### src/rtl/rf_scoreboard.sv
// rf_scoreboard
// Decode-stage register file with a per-register pending-write scoreboard.
// Register 0 is hardwired to zero. Every read port sees a write-through
// bypass of the write-back port, both for data and for readiness, so decode
// can detect RAW hazards directly from rd_ready.
//
// Ports:
//   clk          rising-edge clock
//   reset        asynchronous active-high reset (clears array and counters)
//   rd_addr      NREAD packed read addresses, port k at [k*ADDR_W +: ADDR_W]
//   rd_data      NREAD packed read values,    port k at [k*DATA_W +: DATA_W]
//   rd_ready     per port: operand has no outstanding write after this cycle
//   iss_en       mark iss_addr as having one more in-flight write
//   iss_addr     destination being issued
//   iss_stall    issue refused this cycle (counter saturated)
//   wr_en        write-back strobe
//   wr_addr      write-back destination
//   wr_data      write-back value
//   wr_pc        PC of the writing instruction (trace output only)
//   any_pending  some register has a nonzero pending counter
module rf_scoreboard #(
    parameter int DATA_W = 32,
    parameter int ADDR_W = 5,
    parameter int NREAD  = 2,
    parameter int CNT_W  = 2,
    parameter int TRACE  = 1
) (
    input  logic                     clk,
    input  logic                     reset,
    input  logic [NREAD*ADDR_W-1:0]  rd_addr,
    output logic [NREAD*DATA_W-1:0]  rd_data,
    output logic [NREAD-1:0]         rd_ready,
    input  logic                     iss_en,
    input  logic [ADDR_W-1:0]        iss_addr,
    output logic                     iss_stall,
    input  logic                     wr_en,
    input  logic [ADDR_W-1:0]        wr_addr,
    input  logic [DATA_W-1:0]        wr_data,
    input  logic [31:0]              wr_pc,
    output logic                     any_pending
);

    localparam int DEPTH = 1 << ADDR_W;
    localparam logic [CNT_W-1:0] CNT_MAX = {CNT_W{1'b1}};

    logic [DATA_W-1:0] mem [DEPTH];
    logic [CNT_W-1:0]  cnt [DEPTH];

    logic wr_live;
    logic iss_full;
    logic iss_acc;

    // Reset gates the request strobes so a held reset has no side effects,
    // even on the combinational bypass paths.
    assign wr_live = wr_en && !reset && (wr_addr != '0);

    // A write landing on the same register in the same cycle frees a slot,
    // so a saturated counter can still accept the issue.
    assign iss_full  = (cnt[iss_addr] == CNT_MAX) && !(wr_en && wr_addr == iss_addr);
    assign iss_stall = !reset && iss_en && (iss_addr != '0) && iss_full;
    assign iss_acc   = !reset && iss_en && (iss_addr != '0) && !iss_full;

    // Register array
    always_ff @(posedge clk or posedge reset) begin
        if (reset) begin
            for (int i = 0; i < DEPTH; i++) begin
                mem[i] <= '0;
            end
        end else if (wr_live) begin
            mem[wr_addr] <= wr_data;
        end
    end

    // Pending counters; entry 0 never moves
    always_ff @(posedge clk or posedge reset) begin
        if (reset) begin
            for (int i = 0; i < DEPTH; i++) begin
                cnt[i] <= '0;
            end
        end else begin
            for (int r = 1; r < DEPTH; r++) begin
                logic inc;
                logic dec;
                inc = iss_acc && (iss_addr == ADDR_W'(r));
                dec = wr_en && (wr_addr == ADDR_W'(r)) && (cnt[r] != '0);
                if (inc && !dec) begin
                    cnt[r] <= cnt[r] + 1'b1;
                end else if (dec && !inc) begin
                    cnt[r] <= cnt[r] - 1'b1;
                end
            end
        end
    end

    // Read ports with data and readiness bypass
    for (genvar k = 0; k < NREAD; k++) begin : g_rd
        logic [ADDR_W-1:0] a;
        logic [CNT_W-1:0]  c;
        logic              hit;

        assign a   = rd_addr[k*ADDR_W +: ADDR_W];
        assign c   = cnt[a];
        assign hit = wr_live && (wr_addr == a);

        assign rd_data[k*DATA_W +: DATA_W] =
            (reset || a == '0) ? '0 :
            hit                ? wr_data :
                                 mem[a];

        // Ready when nothing is outstanding, or the last outstanding write
        // is landing right now.
        assign rd_ready[k] = reset || (a == '0) || (c == '0) ||
                             (c == CNT_W'(1) && hit);
    end

    always_comb begin
        any_pending = 1'b0;
        for (int i = 1; i < DEPTH; i++) begin
            if (cnt[i] != '0) begin
                any_pending = 1'b1;
            end
        end
        if (reset) begin
            any_pending = 1'b0;
        end
    end

`ifndef SYNTHESIS
    always @(posedge clk) begin
        if (TRACE != 0 && wr_live) begin
            $display("@%h: $%0d <= %h", wr_pc, wr_addr, wr_data);
        end
    end
`endif

endmodule

### config.mk
export PLATFORM = sky130hd
export DESIGN_NAME = rf_scoreboard
export DESIGN_NICKNAME = d
export VERILOG_FILES = /design/src/rtl/rf_scoreboard.sv
export SDC_FILE = /design/constraint.sdc
export NUM_CORES = 2
export LEC_CHECK = 0
export CAP_MARGIN = 20
export CORE_ASPECT_RATIO = 1.75
export CORE_MARGIN = 2
export CORE_UTILIZATION = 57
export DETAILED_ROUTE_END_ITERATION = 12
export MAX_ROUTING_LAYER = met4
export PLACE_DENSITY = 0.75
export SETUP_SLACK_MARGIN = 0.15
export SYNTH_ARGS = -nofsm -noshare
export SYNTH_HDL_FRONTEND = slang
export SYNTH_SLANG_ARGS = --single-unit
### constraint.sdc
create_clock -name clk -period 63.2 [get_ports clk]
set_input_delay 18.96 -clock clk [delete_from_list [all_inputs] [get_ports clk]]
set_output_delay 18.96 -clock clk [all_outputs]
set_load 0.005 [all_outputs]
# Yosys cells after proc, flatten, opt, wreduce, memory -nomap -nowiden
# Index checks and enable logic that the tools add are counted.
# Widths: inputs -> output; s select.
totals:
  regBits: 1086
  out_inout_bits: 68
classes:
  addsub: 62
  n_lt_le_gt_ge: 5
  eq_ne: 68
  muxes: 116
  bitwise_logic: 4
  reduce_logical: 307
ops:
  columns: ["operator", "n"]
  rows:
  - ["$bwmux 1024", 1]
  - ["$bmux 32 s5", 2]
  - ["$mux 32", 9]
  - ["$logic_and 1x1->1", 168]
  - ["$demux 32 s5", 1]
  - ["$eq 5x5->1 const B", 32]
  - ["$mux 2", 68]
  - ["$reduce_bool 2->1", 62]
  - ["$eq 5x4->1 const B", 16]
  - ["$logic_not 1->1", 65]
  - ["$add 2x1->2 const B", 31]
  - ["$sub 2x1->2 const B", 31]
  - ["$eq 5x3->1 const B", 8]
  - ["$mux 1", 32]
  - ["$bmux 2 s5", 3]
  - ["$ge 6x6->1 const B", 4]
  - ["$not 5->6", 4]
  - ["$eq 5x2->1 const B", 4]
  - ["$eq 5x5->1", 3]
  - ["$eq 5x1->1 const B", 2]
  - ["$logic_not 5->1", 2]
  - ["$reduce_bool 5->1", 2]
  - ["$logic_or 1x1->1", 6]
  - ["$lt 6x1->1 const B", 1]
  - ["other kinds (3)", 5]

# Depth between registers and ports, before layout
depth:
  word_depth: 33
  depth_mapped: 11

# Least setup slack after synthesis
# Ideal clock, no wire load.
synth_timing:
  path_kind: "input -> output"
  startpoint: "input port reset"
  endpoint: "output port iss_stall"
  arrival_ns: 45.739
  path_slack_ns: -1.499
  path_stages: 5
  n_path_buf: 1
  cell_sequence: "clkbuf_1 -> inv_1 -> nand2_1 -> a211o_1 -> a31oi_1"
synth_via:
  elab_chain_cells: 4
synth_lines:
  columns: ["item", "line_no", "text"]
  rows:
  - ["start, declared", "29", "input logic reset,"]
  - ["$logic_not 1->1 (no source line)", null, null]
  - ["$logic_and 1x1->1 (3 in series)", "60", "assign iss_stall = !reset && iss_en && (iss_addr != '0) && iss_full;"]
  - ["end, declared", "35", "output logic iss_stall,"]
# Every way passes these cells.

# Worst setup path in the final report
layout_timing:
  startpoint: "input port rd_addr[5]"
  endpoint: "output port rd_data[33]"
layout_via:
  elab_chain_cells: 6
  elab_cells_between_ends: 10
layout_lines:
  columns: ["item", "line_no", "text"]
  rows:
  - ["start, declared", "30", "input logic [NREAD*ADDR_W-1:0] rd_addr,"]
  - ["$not 5->6 (implied by the code)", "108", "mem[a];"]
  - ["$bmux 32 s5", "108", null]
  - ["$mux 32 (implied by the code) (2 in series)", "108", null]
  - ["$mux 32", "107", "hit ? wr_data :"]
  - ["$mux 32 (*)", "106", "(reset || a == '0) ? '0 :"]
  - ["end, declared", "31", "output logic [NREAD*DATA_W-1:0] rd_data,"]
# Every way passes the cells marked *; elsewhere a longest branch is shown, timed or not. The select of a mux whose other input is x is not followed.

==> impl_metrics.csv <==
group,metric,value,unit
run_status,status,"finished, final reports clean",
setup_path,crit_chain,"buf_8 -> buf_4 -> buf_4 -> buf_4 -> mux4_2 -> o22ai_1 -> nor4_1 -> a22o_1 -> clkdlybuf4s50_1",
cells_and_area,layout_commonest_cell,"dfrtp_1",
timing,skew,0.02127,ns
cells_and_area,layout_common_cells,"dfrtp_1, mux2_2, mux4_2",
grt,grt_pass1_wl,260.5,mm
grt,antenna_found_initial,4,
clocking,htree_num_levels,3,
cells_and_area,multi_input_area,0.02957,mm²
synth,syn_nets,4054,
setup_path,critPathCaptureType,"primary output",
synth,postSynthAreaPerCell,14.88,µm²
power,power_density,29.84,mW/mm²
setup_path,worst_ep_required_time,44.24,ns
clocking,cts.sinks,1086,
clocking,postCtsSetupRepairBufs,0,
synth,yosysTopAreaCell,"dfrtp_1",
timing,period_share,0.6765,
detailed_routing,drtIter0Drc,3681,
clocking,numCtsBuffers,100,
synth,ys_seq_area_frac,0.4641,
placement,dp_hpwl,93.34,mm
setup_path,crit_start,"rd_addr[5]",
grt,met1_usage,0.4329,
power,peakVddDrop,0.02539,mV
clocking,cts_resized,0,
floorplanning,die_w,246.3,µm
run,cap_violations,0,
grt,top_usage_layer,"met2",
placement,dp_cells,5017,
synth,synth-async-reset-ratio,1.000,
setup_path,worst_path_max_delay_cell,"buf_4",
cells_and_area,syn2layout_area_growth,9.566,%
grt,grt_pass1_vias,40030,
floorplanning,die_y,428,µm
power,leakage,28.18,nW
cells_and_area,seq_area,0.02718,mm²
clocking,clock_path_buffers,3,
synth,netlist_top_cells_area,"dfrtp_1, mux4_2, mux2_2, o22ai_1, clkbuf_1",
floorplanning,rows,155,
synth,synth_top_area_frac,0.4641,
timing,finalSetupTns,0,ns
synth,synth_ff_type,"dfrtp_1",
setup_path,reg2reg_from,"cnt[33]",
setup_path,cpPeakStageDelay,0.85,ns
clocking,cts_hold_buf,0,
floorplanning,initial_core_util,0.5740,
timing,final.min_clock_period,42.75,ns
grt,grt_use_total,0.3482,
clocking,clockRootBuffer,"clkbuf_16",
cells_and_area,nFillCells,7556,
floorplanning,die_area,0.1054,mm²
grt,grt_use_met2,0.5412,
synth,ys_ff_latch,1086,
setup_path,criticalPathCategory,"in2out",
grt,grt_max_degree,170,
min_path,min-delay-start,"mem[1005]",
cells_and_area,drive_gt1_frac,0.4777,
timing,fmax,23.39,MHz
timing,drv_slew,0,
detailed_routing,first_pass_iters,5,
min_path,hold_class,"reg2reg",
timing,worst_slew_pin_slew,1.117,ns
grt,grt_overflow,0,
clocking,clkLatencyLatePin,0.72,ns
grt,use_met3,0.06452,
detailed_routing,num_vias,37950,
detailed_routing,wl_per_cell,33.37,µm
detailed_routing,ant_nets,0,
setup_path,r2r_setup_slack,60.34,ns
setup_path,cp-start-kind,"input port",
setup_path,worstPathArrival,23.79,ns
clocking,clk_pin_slew_worst_paths,0.06,ns
cells_and_area,fin_cells,5220,
floorplanning,io_pins,156,
placement,numPortBuffers,123,
synth,yosysUniqueCellTypes,52,
synth,yosysWarnings,2,
synth,synth_edf_count,0,
timing,hold_viol_final,0,
detailed_routing,drcViolationCount,0,
placement,gp_congestion,0.9544,
synth,synth_cells,3935,
detailed_routing,viasPerCell,7.270,
clocking,cts_tree,"yes",
setup_path,cp_max_fo,75,
timing,setup_viol,0,
timing,relSlewSlack,0.2533,
detailed_routing,finalWirelength,174.2,mm
cells_and_area,fin_nets,3911,
setup_path,cpMostUsedCell,"buf_4",
timing,grt_setup_unrepaired,"no",
floorplanning,coreArea,0.1020,mm²
synth,synth_area,0.05856,mm²
Yosys cell counts, drive strengths merged (9+ instances only):
cell,count
clkbuf,251
and3,9
nor3,10
nor2,84
xor2,70
nor2b,11
ha,31
nor4b,9
nor4,83
mux2,997
o22ai,252
a31oi,11
or3,10
buf,215
o211ai,27
a22o,63
dfrtp,1086
nand2b,12
xnor2,38
mux4,549
nand2,37
power by group:
| part | internal [mW] | switching (mW) |
|---|---|---|
| combinational | 0.208 | 0.138 |
| clock | 0.377 | 0.280 |
| sequential | 0.799 | 0.111 |
final timing paths:
| kind | endpoint | depth (start not counted) |
|---|---|---|
| worst max register to register | cnt[43] | 9 |
| worst min register to register | mem[1005] | 0 |
| worst min-delay path | mem[1005] | 0 |
| min in group asynchronous | mem[94] | 3 |
| worst max-delay path | rd_data[33] | 9 |
| max in group asynchronous | mem[500] | 6 |
routing by layer:
metal	wire length, µm	share of wire	up-vias
li1	-	-	15080
met1	63450	0.36	20330
met2	85250	0.49	1945
met3	14550	0.084	601
met4	10940	0.063	0
met5	0	0	-
worst max-delay path, delay by kind of cell:
kind	cells	cell delay [ns]
simple gates	1	0.09
mux	1	0.59
compound gates	2	0.49
buf+inv	5	3.53
logic make-up (layout without fill, tap and decap cells):
| logic type | count (synthesis) | count (layout) | share of synthesized area |
|---|---|---|---|
| adders and majority gates | 31 | 31 | 0.006624 |
| and+or+nand+nor | 298 | 298 | 0.02840 |
| xor gates and xnor gates | 108 | 108 | 0.01615 |
| AOI/OAI and AO/OA | 389 | 389 | 0.04553 |
| muxes | 1553 | 1553 | 0.4041 |
| buffers and inverters | 470 | 414 | 0.03511 |
| DFF | 1086 | 1086 | 0.4641 |
| other | 0 | 7 | 0 |
sequential cells by signal, summed over array words and instances, names as in the netlist:
name,flops
cnt,62
mem,1024
final cells by class:
type,count,area share
flip-flops and latches,1086,0.4236
clock buffers,141,0.04489
diodes,7,0.0002730
repair buffers,221,0.03389
inverters,4,0.0002925
multi-input cells,2379,0.4608
well taps,1334,0.02602
clock inverters,48,0.01022
per-stage QoR:
stage / area [µm²] / hold slack [ns] / utilization / power (mW) / worst slack, ns
2_1_floorplan: 58560 / 0.4413 / - / 1.160 / 6.986
3_3_place_gp: 60420 / 0.3763 / 0.5923 / 1.245 / 20.28
3_5_place_dp: 60430 / 0.3823 / 0.5924 / 1.263 / 20.27
4_1_cts: 63970 / 0.3977 / 0.6271 / 1.919 / 20.30
5_1_grt: 64150 / 0.4067 / 0.6289 / 1.987 / 20.07
6_report: 64160 / 0.3945 / 0.6289 / 1.914 / 20.45
No activity file was read; power rests on OpenSTA's default activity.
